## src/rtl/vector_check_engine_if.sv

```systemverilog
// Vector stream handshake between a stimulus source and the check engine.
interface vector_check_engine_if #(
  parameter int unsigned WIDTH = 32,
  parameter int unsigned CH_W  = 2
);
  logic             vec_valid;
  logic             vec_ready;
  logic [CH_W-1:0]  vec_ch;
  logic [WIDTH-1:0] vec_a;
  logic [WIDTH-1:0] vec_b;
  logic [WIDTH-1:0] vec_exp;
  logic [WIDTH-1:0] vec_mask;

  modport master (
    output vec_valid, vec_ch, vec_a, vec_b, vec_exp, vec_mask,
    input  vec_ready
  );

  modport slave (
    input  vec_valid, vec_ch, vec_a, vec_b, vec_exp, vec_mask,
    output vec_ready
  );
endinterface

```

## src/rtl/vector_check_engine.sv

```systemverilog
// Applies a stream of test vectors to one of NUM_CH DUT channels, compares
// the masked result against the expected word and keeps pass/fail statistics.
module vector_check_engine #(
  parameter int unsigned WIDTH   = 32,
  parameter int unsigned NUM_CH  = 4,
  parameter int unsigned DUT_LAT = 1,
  parameter int unsigned CNT_W   = 16
) (
  input  logic                    clk,
  input  logic                    rst_n,
  input  logic                    start,
  input  logic                    abort,
  input  logic [CNT_W-1:0]        num_vec,
  vector_check_engine_if.slave    vec,
  output logic [NUM_CH-1:0]       dut_sel,
  output logic [WIDTH-1:0]        dut_a,
  output logic [WIDTH-1:0]        dut_b,
  input  logic [NUM_CH*WIDTH-1:0] dut_y,
  output logic                    busy,
  output logic                    done,
  output logic                    aborted,
  output logic                    first_fail_vld,
  output logic [CNT_W-1:0]        pass_cnt,
  output logic [CNT_W-1:0]        fail_cnt,
  output logic [CNT_W-1:0]        first_fail_idx
);

  localparam int unsigned CH_W  = (NUM_CH > 1) ? $clog2(NUM_CH) : 1;
  localparam int unsigned LAT_W = 4;
  localparam logic [LAT_W-1:0] LAT_LAST = LAT_W'(DUT_LAT - 1);

  typedef enum logic [1:0] {S_IDLE, S_FETCH, S_APPLY, S_DONE} state_t;

  state_t             state_q, state_d;
  logic [CNT_W-1:0]   idx_q, idx_d, num_q, num_d;
  logic [CNT_W-1:0]   pass_q, pass_d, fail_q, fail_d, ffi_q, ffi_d;
  logic [LAT_W-1:0]   lat_q, lat_d;
  logic [NUM_CH-1:0]  sel_q, sel_d;
  logic [WIDTH-1:0]   a_q, a_d, b_q, b_d, exp_q, exp_d, mask_q, mask_d;
  logic               ffv_q, ffv_d, abt_q, abt_d;
  logic               busy_q, busy_d, done_q, done_d, rdy_q, rdy_d;

  logic               in_run_c, start_c, accept_c, last_c, cmp_c, pass_c;
  logic [WIDTH-1:0]   y_c;

  assign in_run_c = (state_q == S_FETCH) || (state_q == S_APPLY);
  assign start_c  = start && !in_run_c;
  assign accept_c = (state_q == S_FETCH) && vec.vec_valid && !abort;
  assign last_c   = (state_q == S_APPLY) && (lat_q == LAT_LAST);
  assign cmp_c    = last_c && !abort;

  // Result of the enabled channel; an out-of-range channel has no enable and always fails.
  always_comb begin
    y_c = '0;
    for (int unsigned k = 0; k < NUM_CH; k++) begin
      if (sel_q[k]) y_c = dut_y[k*WIDTH +: WIDTH];
    end
  end

  assign pass_c = (sel_q != '0) && (((y_c ^ exp_q) & mask_q) == '0);

  always_ff @(posedge clk or negedge rst_n) begin
    if (!rst_n) state_q <= S_IDLE;
    else        state_q <= state_d;
  end

  always_comb begin
    state_d = state_q;
    unique case (state_q)
      S_IDLE, S_DONE: begin
        if (start) state_d = (num_vec == '0) ? S_DONE : S_FETCH;
      end
      S_FETCH: begin
        if (abort)              state_d = S_DONE;
        else if (vec.vec_valid) state_d = S_APPLY;
      end
      S_APPLY: begin
        if (abort)       state_d = S_DONE;
        else if (last_c) state_d = ((idx_q + CNT_W'(1)) == num_q) ? S_DONE : S_FETCH;
      end
      default: state_d = S_IDLE;
    endcase
  end

  always_comb begin
    idx_d  = idx_q;
    num_d  = num_q;
    pass_d = pass_q;
    fail_d = fail_q;
    ffi_d  = ffi_q;
    ffv_d  = ffv_q;
    abt_d  = abt_q;
    lat_d  = lat_q;
    exp_d  = exp_q;
    mask_d = mask_q;
    sel_d  = '0;
    a_d    = '0;
    b_d    = '0;
    busy_d = (state_d == S_FETCH) || (state_d == S_APPLY);
    done_d = (state_d == S_DONE);
    rdy_d  = (state_d == S_FETCH);

    if (start_c) begin
      idx_d  = '0;
      num_d  = num_vec;
      pass_d = '0;
      fail_d = '0;
      ffi_d  = '0;
      ffv_d  = 1'b0;
      abt_d  = 1'b0;
    end

    if (in_run_c && abort) abt_d = 1'b1;

    // Operands are held for the whole APPLY window and dropped outside it.
    if (accept_c) begin
      for (int unsigned k = 0; k < NUM_CH; k++) begin
        sel_d[k] = (vec.vec_ch == CH_W'(k));
      end
      a_d    = vec.vec_a;
      b_d    = vec.vec_b;
      exp_d  = vec.vec_exp;
      mask_d = vec.vec_mask;
      lat_d  = '0;
    end else if (state_d == S_APPLY) begin
      sel_d = sel_q;
      a_d   = a_q;
      b_d   = b_q;
      lat_d = lat_q + LAT_W'(1);
    end

    if (cmp_c) begin
      if (pass_c) begin
        pass_d = (pass_q == '1) ? pass_q : pass_q + CNT_W'(1);
      end else begin
        fail_d = (fail_q == '1) ? fail_q : fail_q + CNT_W'(1);
        if (!ffv_q) begin
          ffv_d = 1'b1;
          ffi_d = idx_q;
        end
      end
      idx_d = idx_q + CNT_W'(1);
    end
  end

  always_ff @(posedge clk or negedge rst_n) begin
    if (!rst_n) begin
      idx_q  <= '0;
      num_q  <= '0;
      pass_q <= '0;
      fail_q <= '0;
      ffi_q  <= '0;
      ffv_q  <= 1'b0;
      abt_q  <= 1'b0;
      lat_q  <= '0;
      exp_q  <= '0;
      mask_q <= '0;
      sel_q  <= '0;
      a_q    <= '0;
      b_q    <= '0;
      busy_q <= 1'b0;
      done_q <= 1'b0;
      rdy_q  <= 1'b0;
    end else begin
      idx_q  <= idx_d;
      num_q  <= num_d;
      pass_q <= pass_d;
      fail_q <= fail_d;
      ffi_q  <= ffi_d;
      ffv_q  <= ffv_d;
      abt_q  <= abt_d;
      lat_q  <= lat_d;
      exp_q  <= exp_d;
      mask_q <= mask_d;
      sel_q  <= sel_d;
      a_q    <= a_d;
      b_q    <= b_d;
      busy_q <= busy_d;
      done_q <= done_d;
      rdy_q  <= rdy_d;
    end
  end

  assign vec.vec_ready    = rdy_q;
  assign dut_sel          = sel_q;
  assign dut_a            = a_q;
  assign dut_b            = b_q;
  assign busy             = busy_q;
  assign done             = done_q;
  assign aborted          = abt_q;
  assign first_fail_vld   = ffv_q;
  assign pass_cnt         = pass_q;
  assign fail_cnt         = fail_q;
  assign first_fail_idx   = ffi_q;

endmodule

```

## src/flat_wrapper.sv

```systemverilog
// flat-port wrapper written by rule: the top's interface ports become plain ports
module vector_check_engine_flat 
#(
  parameter int unsigned WIDTH   = 32,
  parameter int unsigned NUM_CH  = 4,
  parameter int unsigned DUT_LAT = 1,
  parameter int unsigned CNT_W   = 16
)
  (clk, rst_n, start, abort, num_vec, dut_sel, dut_a, dut_b, dut_y, busy, done, aborted, first_fail_vld, pass_cnt, fail_cnt, first_fail_idx, vec_vec_valid, vec_vec_ch, vec_vec_a, vec_vec_b, vec_vec_exp, vec_vec_mask, vec_vec_ready);
  vector_check_engine_if #(.WIDTH(WIDTH), .CH_W(2)) vec_i ();
  input  logic clk;
  input  logic rst_n;
  input  logic start;
  input  logic abort;
  input  logic [CNT_W-1:0] num_vec;
  output logic [NUM_CH-1:0] dut_sel;
  output logic [WIDTH-1:0] dut_a;
  output logic [WIDTH-1:0] dut_b;
  input  logic [NUM_CH*WIDTH-1:0] dut_y;
  output logic busy;
  output logic done;
  output logic aborted;
  output logic first_fail_vld;
  output logic [CNT_W-1:0] pass_cnt;
  output logic [CNT_W-1:0] fail_cnt;
  output logic [CNT_W-1:0] first_fail_idx;
  input wire logic [$bits(vec_i.vec_valid)-1:0] vec_vec_valid;
  input wire logic [$bits(vec_i.vec_ch)-1:0] vec_vec_ch;
  input wire logic [$bits(vec_i.vec_a)-1:0] vec_vec_a;
  input wire logic [$bits(vec_i.vec_b)-1:0] vec_vec_b;
  input wire logic [$bits(vec_i.vec_exp)-1:0] vec_vec_exp;
  input wire logic [$bits(vec_i.vec_mask)-1:0] vec_vec_mask;
  output wire logic [$bits(vec_i.vec_ready)-1:0] vec_vec_ready;
  assign vec_i.vec_valid = vec_vec_valid;
  assign vec_i.vec_ch = vec_vec_ch;
  assign vec_i.vec_a = vec_vec_a;
  assign vec_i.vec_b = vec_vec_b;
  assign vec_i.vec_exp = vec_vec_exp;
  assign vec_i.vec_mask = vec_vec_mask;
  assign vec_vec_ready = vec_i.vec_ready;
  vector_check_engine #(.WIDTH(WIDTH), .NUM_CH(NUM_CH), .DUT_LAT(DUT_LAT), .CNT_W(CNT_W)) u_core (.clk(clk), .rst_n(rst_n), .start(start), .abort(abort), .num_vec(num_vec), .vec(vec_i), .dut_sel(dut_sel), .dut_a(dut_a), .dut_b(dut_b), .dut_y(dut_y), .busy(busy), .done(done), .aborted(aborted), .first_fail_vld(first_fail_vld), .pass_cnt(pass_cnt), .fail_cnt(fail_cnt), .first_fail_idx(first_fail_idx));
endmodule
```

## config.mk

```make
export PLATFORM = sky130hd
export DESIGN_NAME = vector_check_engine_flat
export DESIGN_NICKNAME = d
export VERILOG_FILES = /design/src/rtl/vector_check_engine_if.sv /design/src/rtl/vector_check_engine.sv /design/src/flat_wrapper.sv
export SDC_FILE = /design/constraint.sdc
export NUM_CORES = 1
export LEC_CHECK = 0
export ABC_AREA = 1
export ABC_CLOCK_PERIOD_IN_PS = 3800
export CAP_MARGIN = 30
export CORE_MARGIN = 5
export CORE_UTILIZATION = 48
export DETAILED_ROUTE_END_ITERATION = 16
export PLACE_DENSITY = 0.85
export SYNTH_ARGS = -nofsm -noshare
export SYNTH_HDL_FRONTEND = slang
export SYNTH_SLANG_ARGS = --single-unit
```

## constraint.sdc

```tcl
create_clock -name clk -period 3.8 [get_ports clk]
set_input_delay 1.14 -clock clk [delete_from_list [all_inputs] [get_ports clk]]
set_output_delay 1.14 -clock clk [all_outputs]
set_load 0.05 [all_outputs]
```

==> results.txt, run 1 <==
* Worst EP arrival: 2300 ps
- The routed design uses 22000 um of met2 wire.
- Syn nets: 2116
* Maximum clock frequency: 291 MHz
- Cell-by-cell listing of the critical path: buf_4 -> clkdlybuf4s50_1
* Clock tree from TritonCTS: yes
- After routing the design area is 18000 sq um.
* FP Rows: 59
- Dpl ws: 192 ps
- Registers are responsible for 33.0% of the overall power.
- Routed length per instance: 18.2 um
- Setup repair after global routing left no endpoint under its margin.
- The critical path crosses 2 cells after its start point.
- Worst ir drop on vdd: 0.553 mV
- Share of the synthesized area in the top cell type: 43.9%
* Run status: completed
* First DRT Iteration DRCs: 1084
* First-pass iteration count of the detailed router: 8
* H-tree lvl count: 1
* Required time of the critical path: 2660 ps
- The hold violation count in the final report was 0.
* Transition time at the pin with the least slew margin: 770 ps
- Fraction of power spent switching nets: 41.5%
- In this run the register-to-register setup slack is 470 ps.
- Summed over all instances, the cell type with the most area after synthesis is dfrtp_1.
* Most frequent standard cell in the layout excluding fill and tap cells: nand2_1
* Core Region: 26100 sq um
* Period utilisation layout: 90.5%
- Total net switching power: 4.20 mW
* Fraction of final layout cells with drive strength greater than 1: 4.65%
- Measured on the finished design, the core utilization comes to 69.1%.
* Via count of the first global-routing pass: 13800
- Setup violations remaining at the end of the flow were counted as 0.
* Global-route usage over all layers: 30.2%
* Number of routed nets with antenna violations: 0
- Top delay family on crit path: buffers and inverters
- Clock period minus worst slack: 3440 ps
- Num CTS Buffers: 26
* HPWL reported at the end of detailed placement: 35400 um
- Effective utilization at floorplan: 48.8%
- A synthesized cell averages 6.96 sq um.
- In this run the tool buffered the top-level ports with 399 buffer cells.
- The layout has 2209 filler cells.
- The worst hold path belongs to the class reg2reg.
- Clock transition at path regs: 60 ps
- Global-route wire length before repair: 74000 um
* WP buf/inv: 2
- The clock net in this run drives a total of 223 sinks.
- In the final layout, the multi-input gates occupy 6080 sq um.
- From synthesis to final layout, the design area changed by 41.4%.
* Worst path max stage delay: 840 ps
- At the end of routability-driven placement, the weighted congestion stood at 0.950.
- The tree is rooted in a clkbuf_16.
- Setup slack of the critical path after layout: 362 ps
* Netlist cell types: 34
- Max FO, Critical Path: 10
* Maximum buffer depth of the clock tree: 3
* Clock latency of the later-clocked register in the worst-skew pair: 540 ps
- Critical Path Sink Type: output port
- The clock network is responsible for 25.0% of the overall power.
- Routed wire length on met3: 4360 um
- Nets: 2486
- Dividing the detail-routed via count by the number of cells gives 5.35.
- Die width: 173 um
- Full die area: 29900 sq um
* Combinational power share: 41.9%
- Startpoint-to-endpoint class of the critical path: reg2out
- Max Cap Viol: 0
- Final hold slack: 477 ps
- Measured against its own limit, the worst slew margin works out to 48.5%.
- Sum of routed wire length over all layers: 46600 um
- Vias: 13700
* Met1 WL: 18000 um
* Cell leakage power: 8.70 nW
- For the worst flop-to-flop path, the logic depth is 16.
- Synth Instances: 1827
* Sort of element at the start of the critical path: flip-flop
* Placed standard-cell area: 17100 sq um
- Global routing finished with a remaining overflow of 0.
* Critical-path top delay cell: clkdlybuf4s50_1
- After clock tree synthesis, the setup repair step added 0 buffers.
- TNS Setup: 0 ps
* Commonest non-fill, non-tap cells in the layout: nand2_1 (731), clkdlybuf4s50_1 (398), nand3_1 (262), dfrtp_1 (223), inv_1 (175)
- Entering global routing, the biggest net connects 103 pins.
* Internal power: 5.92 mW
- Dividing total power by cell area gives a power density of 563 nW/um^2.
- Hold Crit Depth: 2
- Count of yosys warnings during synthesis: 0
* Remaining design rule violation count: 0
* Top sig layer: met4
- Height of the die: 173 um
- Hold repair after CTS inserted 0 buffers.
- Sequential elements use 43.9% of the synthesized area.
* Leading cell types by total area after synthesis: dfrtp_1 (44%), nand2_1 (22%), nand3_1 (10%)
- Ports placed on the boundary: 400
- The number of max-slew violations in the final report is 0.
- Registers take 5580 sq um.
- Worst Skew: 23.7 ps
- Synth Register Bits: 223
- PostCTS Resize Cnt: 0
- Post-Syn Area: 12700 sq um
* Initial antenna violation count: 9
## kinds of logic after synthesis
logic type      synth area share [%]
buf+inv                         8.52
compound gates                  4.62
simple gates                    38.9
fa+ha+maj                      0.983
flops                           43.9
xor+xnor                        3.11
## power groups by stage
stage                     logic, mW  registers (mW)  clock network (mW)
after CTS                      4.23            3.34                2.57
after detailed placement       4.20            3.37                   0
after floorplan                2.24            3.78                   0
final                          4.25            3.34                2.53
after global placement         4.12            3.34                   0
after global routing           4.70            3.41                2.67
## cell usage after synthesis
library cell / number
nor2_2: 4
and2_1: 2
nor2_1: 97
xnor3_1: 2
o21ai_0: 55
clkbuf_1: 47
buf_4: 4
xnor2_1: 6
inv_4: 1
dfrtp_1: 223
buf_6: 3
nand4_1: 29
nand3_1: 263
nor4_1: 8
nand3_2: 3
o211ai_1: 1
nand2_1: 731
o21ai_1: 28
xor2_1: 34
inv_1: 175
clkinv_1: 1
nand3_4: 1
a21oi_1: 9
buf_2: 24
nand2_2: 2
a41oi_1: 1
buf_1: 8
nand3b_1: 14
ha_1: 10
or2_2: 5
o22ai_1: 15
nor3_1: 12
inv_2: 7
o32ai_1: 2
## registers in the layout, summed over array words and instances, names as in the netlist
register and flops:
u_core.exp_q 32, u_core.lat_q 4, u_core.dut_sel 4, u_core.fail_cnt 16, u_core.busy 1, u_core.num_q 16
u_core.pass_cnt 16, u_core.idx_q 16, u_core.done 1, u_core.vec.vec_ready 1, u_core.state_q 2, u_core.first_fail_idx 16
u_core.mask_q 32, u_core.dut_a 32, u_core.aborted 1, u_core.first_fail_vld 1, u_core.dut_b 32
## stage by stage
step                      std cells  power, mW
after floorplan                1827       6.01
after global placement         2504       7.46
after detailed placement       2504       7.57
after CTS                      2552       10.1
after global routing           2561       10.8
final                          2561       10.1
## area by class of cell
type,instances,share of cell area (%)
clock buffers,32,4.02
multi-input cells,1334,33.8
flip-flops and latches,223,31.0
well taps,335,2.33
repair buffers,428,24.1
clock inverters,16,0.827
inverters,184,3.87
diodes,9,0.125
## worst register-to-register path, stage by stage (launching register included)
cell and delay, ps:
dfrtp_1 420, ha_1 280, inv_1 80, nor2_1 270, xor2_1 280, xor2_1 160
nand2_1 60, inv_1 50, nand3_1 70, nor2_1 100, nand2_1 70, nand3_1 70
nand2_1 70, a21oi_1 250, ha_2 490, nand2_1 270, o22ai_1 240
## path summary, 6_finish.rpt
| check | from | end |
|---|---|---|
| setup / recovery | u_core.dut_sel[1] | dut_sel[1] |
| hold / removal | u_core.mask_q[31] | u_core.mask_q[31] |
| setup reg to reg | u_core.idx_q[0] | u_core.dut_sel[0] |
| min in group asynchronous | rst_n | u_core.dut_b[25] |
| max in group asynchronous | rst_n | u_core.exp_q[1] |
| hold reg to reg | u_core.mask_q[31] | u_core.mask_q[31] |
## metal layers
| layer | global-route usage [%] | vias to the layer above |
|---|---|---|
| li1 | - | 6538 |
| met2 | 50.0 | 662 |
| met5 | 0 | - |
| met3 | 7.73 | 126 |
| met4 | 12.9 | 0 |
| met1 | 37.7 | 6375 |
Note: power is estimated with default switching activity, not from simulation.
==> inputs of run 2 (changes only) <==
--- a/config.mk
+++ b/config.mk
@@ -11,7 +11,9 @@
 export CORE_MARGIN = 5
 export CORE_UTILIZATION = 48
 export DETAILED_ROUTE_END_ITERATION = 16
+export GPL_ROUTABILITY_DRIVEN = 0
 export PLACE_DENSITY = 0.85
+export SLEW_MARGIN = 40
 export SYNTH_ARGS = -nofsm -noshare
 export SYNTH_HDL_FRONTEND = slang
 export SYNTH_SLANG_ARGS = --single-unit
==> run 2 against run 1 <==
Compared with the run above: wire length up 0.41%; register-to-register slack worse by 120 ps; critical path depth unchanged; total power down 1.6%; setup slack worse by 50 ps; sequential power about the same; count of clock-buffer cells in the layout up 3; first-iteration DRC count up 36%; via count up 1.3%; fmax down 1.4%.
==> results.txt, run 2 (synthesis gave the netlist of run 1 again) <==
- Path depth of the worst reg2reg path: 16 (unchanged)
- Worst min path class: in2async
* Combinational power share: 42.7% (+0.8 points)
- The fraction of final layout cells with drive strength greater than 1 came to 4.25% (-0.40 points).
* Clock tree from TritonCTS: yes
* Worst EP arrival: 2350 ps (+50 ps)
- Seq pwr share: 33.7% (+0.7 points)
* Maximum buffer depth of the clock tree: 3 (unchanged)
- The post-CTS setup repair buffer count is 0 (unchanged).
- Internal power: 5.78 mW (-2.4%)
- The final-layout fill cell count came to 2113 (-4.3%).
- The global-route wire length before repair is 74700 um (+0.95%).
- The initial core utilization came to 48.8% (unchanged).
- Setup slack of the critical path after layout: 312 ps (-50.0 ps)
- The final wirelength was 46800 um (+0.41%).
- The area of the die was 29900 sq um (unchanged).
- Clock Root Buffer: clkbuf_16
- First-pass iteration count of the detailed router: 6 (-2)
* Die width: 173 um (unchanged)
* Core Region: 26100 sq um (unchanged)
- FP Rows: 59 (unchanged)
- The post-cts hold buffer count was 0 (unchanged).
- Vias: 13900 (+1.3%)
- The chip height came to 173 um (unchanged).
- The switching power as a share of total power is 42.0% (+0.47 points).
- The static leakage came to 8.65 nW (-0.54%).
- The library cell used most frequently in the layout, excluding fill and tap cells, is nand2_1.
* Nets: 2486 (unchanged)
* Max FO, Critical Path: 26 (+16)
- Flop-to-flop setup slack: 350 ps (-120 ps)
* Startpoint-to-endpoint class of the critical path: reg2out
* Total global routing overflow: 0 (unchanged)
- Relative to the synthesized area, the layout overhead comes to 41.0%.
* Clock share of power: 23.7% (-1.3 points)
- The residual antenna-violating net count after detailed routing is 0 (unchanged).
- The count of pins on the block boundary is 400 (unchanged).
- The run finished with clean final reports.
- The number of setup violations in the final report came to 0 (unchanged).
- Leaving out fill and tap cells, the most frequent cells in the layout are nand2_1 (731), clkdlybuf4s50_1 (398), nand3_1 (262), dfrtp_1 (223), inv_1 (175).
* Via count of the first global-routing pass: 14000 (+1.1%)
- The detailed-route wire length per cell came to 18.3 um (+0.64%).
- Initial antenna violation count: 8 (-1)
- Max Cap Viol: 0 (unchanged)
- In this run the critical register-to-register path is launched from u_core.idx_q[0].
- Setup repair after global routing left no endpoint under its margin.
- Maximum clock frequency: 287 MHz (-1.4%)
* H-tree lvl count: 1 (unchanged)
* Total net switching power: 4.18 mW (-0.50%)
* Transition time at the pin with the least slew margin: 719 ps (-51.0 ps)
- Port Buffers: 399 (unchanged)
* Period utilisation layout: 91.8% (+1.3 points)
- The maximum resistive drop on vdd is 0.401 mV (-27%).
- First DRT Iteration DRCs: 1478 (+36%)
- The number of max-slew violations in the final report came to 0 (unchanged).
- Overall power: 9.96 mW (-1.6%)
- Clock transition at path regs: 60 ps (about the same)
* Number of failing hold endpoints at the final stage: 0 (unchanged)
* Required time of the critical path: 2660 ps (about the same)
- Clock latency of the later-clocked register in the worst-skew pair: 540 ps (about the same)
- PostCTS Resize Cnt: 0 (unchanged)
* Maximum number of pins on one net before global-route repair: 103 (unchanged)
- Power per unit of standard cell area: 555 nW/um^2 (-1.3%)
* Remaining design rule violation count: 0 (unchanged)
* TNS Setup: 0 ps (unchanged)
* Worst slew margin relative to its limit: 51.6% (+3.1 points)
- Worst flop-to-flop path endpoint: u_core.dut_a[22]
- The via density per instance is 5.43 (+1.5%).
- Sort of element at the start of the critical path: flip-flop
* HPWL reported at the end of detailed placement: 34900 um (-1.4%)
- The placement-stage worst setup slack is 195 ps (+2.53 ps).
- Critical Path Sink Type: output port
- Global-route usage over all layers: 30.4% (+0.14 points)
- The number of buffers created by CTS was 25 (-3.8%).
- Clock sinks: 223 (unchanged)
- Clock period minus worst slack: 3490 ps (+50.0 ps)
- The final setup skew was 16.5 ps (-7.22 ps).
==> run 2: metal layers <==
layer,vias to the layer above,track usage (%),part of all wire [%]
li1,6528,-,-
met1,6479,38.4,38
met2,731,50.0,47
met3,134,7.53,9.6
met4,2,12.5,4.8
met5,-,0,0.028
==> run 2: power by group through the flow <==
stage | registers [mW] | logic (mW) | clock network [mW]
final | 3.35 | 4.25 | 2.36
after global routing | 3.41 | 4.68 | 2.50
after CTS | 3.34 | 4.23 | 2.39
after detailed placement | 3.38 | 4.19 | 0
after global placement | 3.34 | 4.08 | 0
after floorplan | 3.78 | 2.24 | 0
==> run 2: worst max-delay path, cell delays in order, from the launching register on <==
cell and delay (ps):
dfrtp_1 690, buf_12 260, clkdlybuf4s50_1 840
==> run 2: area by class of cell <==
type                            count  area [sq um]  share of cell area (%)
Multi-Input combinational cell   1334          6080                    33.9
Timing Repair Buffer              429          4360                    24.3
Clock inverter                      8          86.3                   0.481
Antenna cell                        7          17.5                  0.0977
Tap cell                          335           419                    2.34
Sequential cell                   223          5580                    31.1
Inverter                          184           696                    3.88
Clock buffer                       35           703                    3.92
==> run 2: worst max-delay path by stage <==
stage	startpoint	endpoint	cells past startpoint
5_1_grt	u_core.idx_q[0]	u_core.dut_a[22]	16
6_report	u_core.dut_sel[3]	dut_sel[3]	2
4_1_cts	u_core.dut_sel[3]	dut_sel[3]	2
3_3_place_gp	num_vec[13]	u_core.dut_a[18]	10
3_5_place_dp	num_vec[13]	u_core.dut_b[4]	10
2_1_floorplan	num_vec[6]	u_core.dut_a[18]	13
==> run 2: stage by stage <==
stage | instance area [sq um] | hold WS [ps] | instances | util [%]
6_report | 17900 | 479 | 2555 | 68.8
4_1_cts | 17900 | 483 | 2547 | 68.7
3_3_place_gp | 17100 | 464 | 2504 | 65.6
2_1_floorplan | 12700 | 449 | 1827 | -
5_1_grt | 17900 | 477 | 2555 | 68.8
3_5_place_dp | 17100 | 466 | 2504 | 65.6
==> inputs of run 3 (changes only) <==
--- a/config.mk
+++ b/config.mk
@@ -13,6 +13,7 @@
 export DETAILED_ROUTE_END_ITERATION = 16
 export GPL_ROUTABILITY_DRIVEN = 0
 export PLACE_DENSITY = 0.85
+export SKIP_CTS_REPAIR_TIMING = 1
 export SLEW_MARGIN = 40
 export SYNTH_ARGS = -nofsm -noshare
 export SYNTH_HDL_FRONTEND = slang
==> results of run 3 <==
Final layout, timing and power as in run 2 (identical DEF).
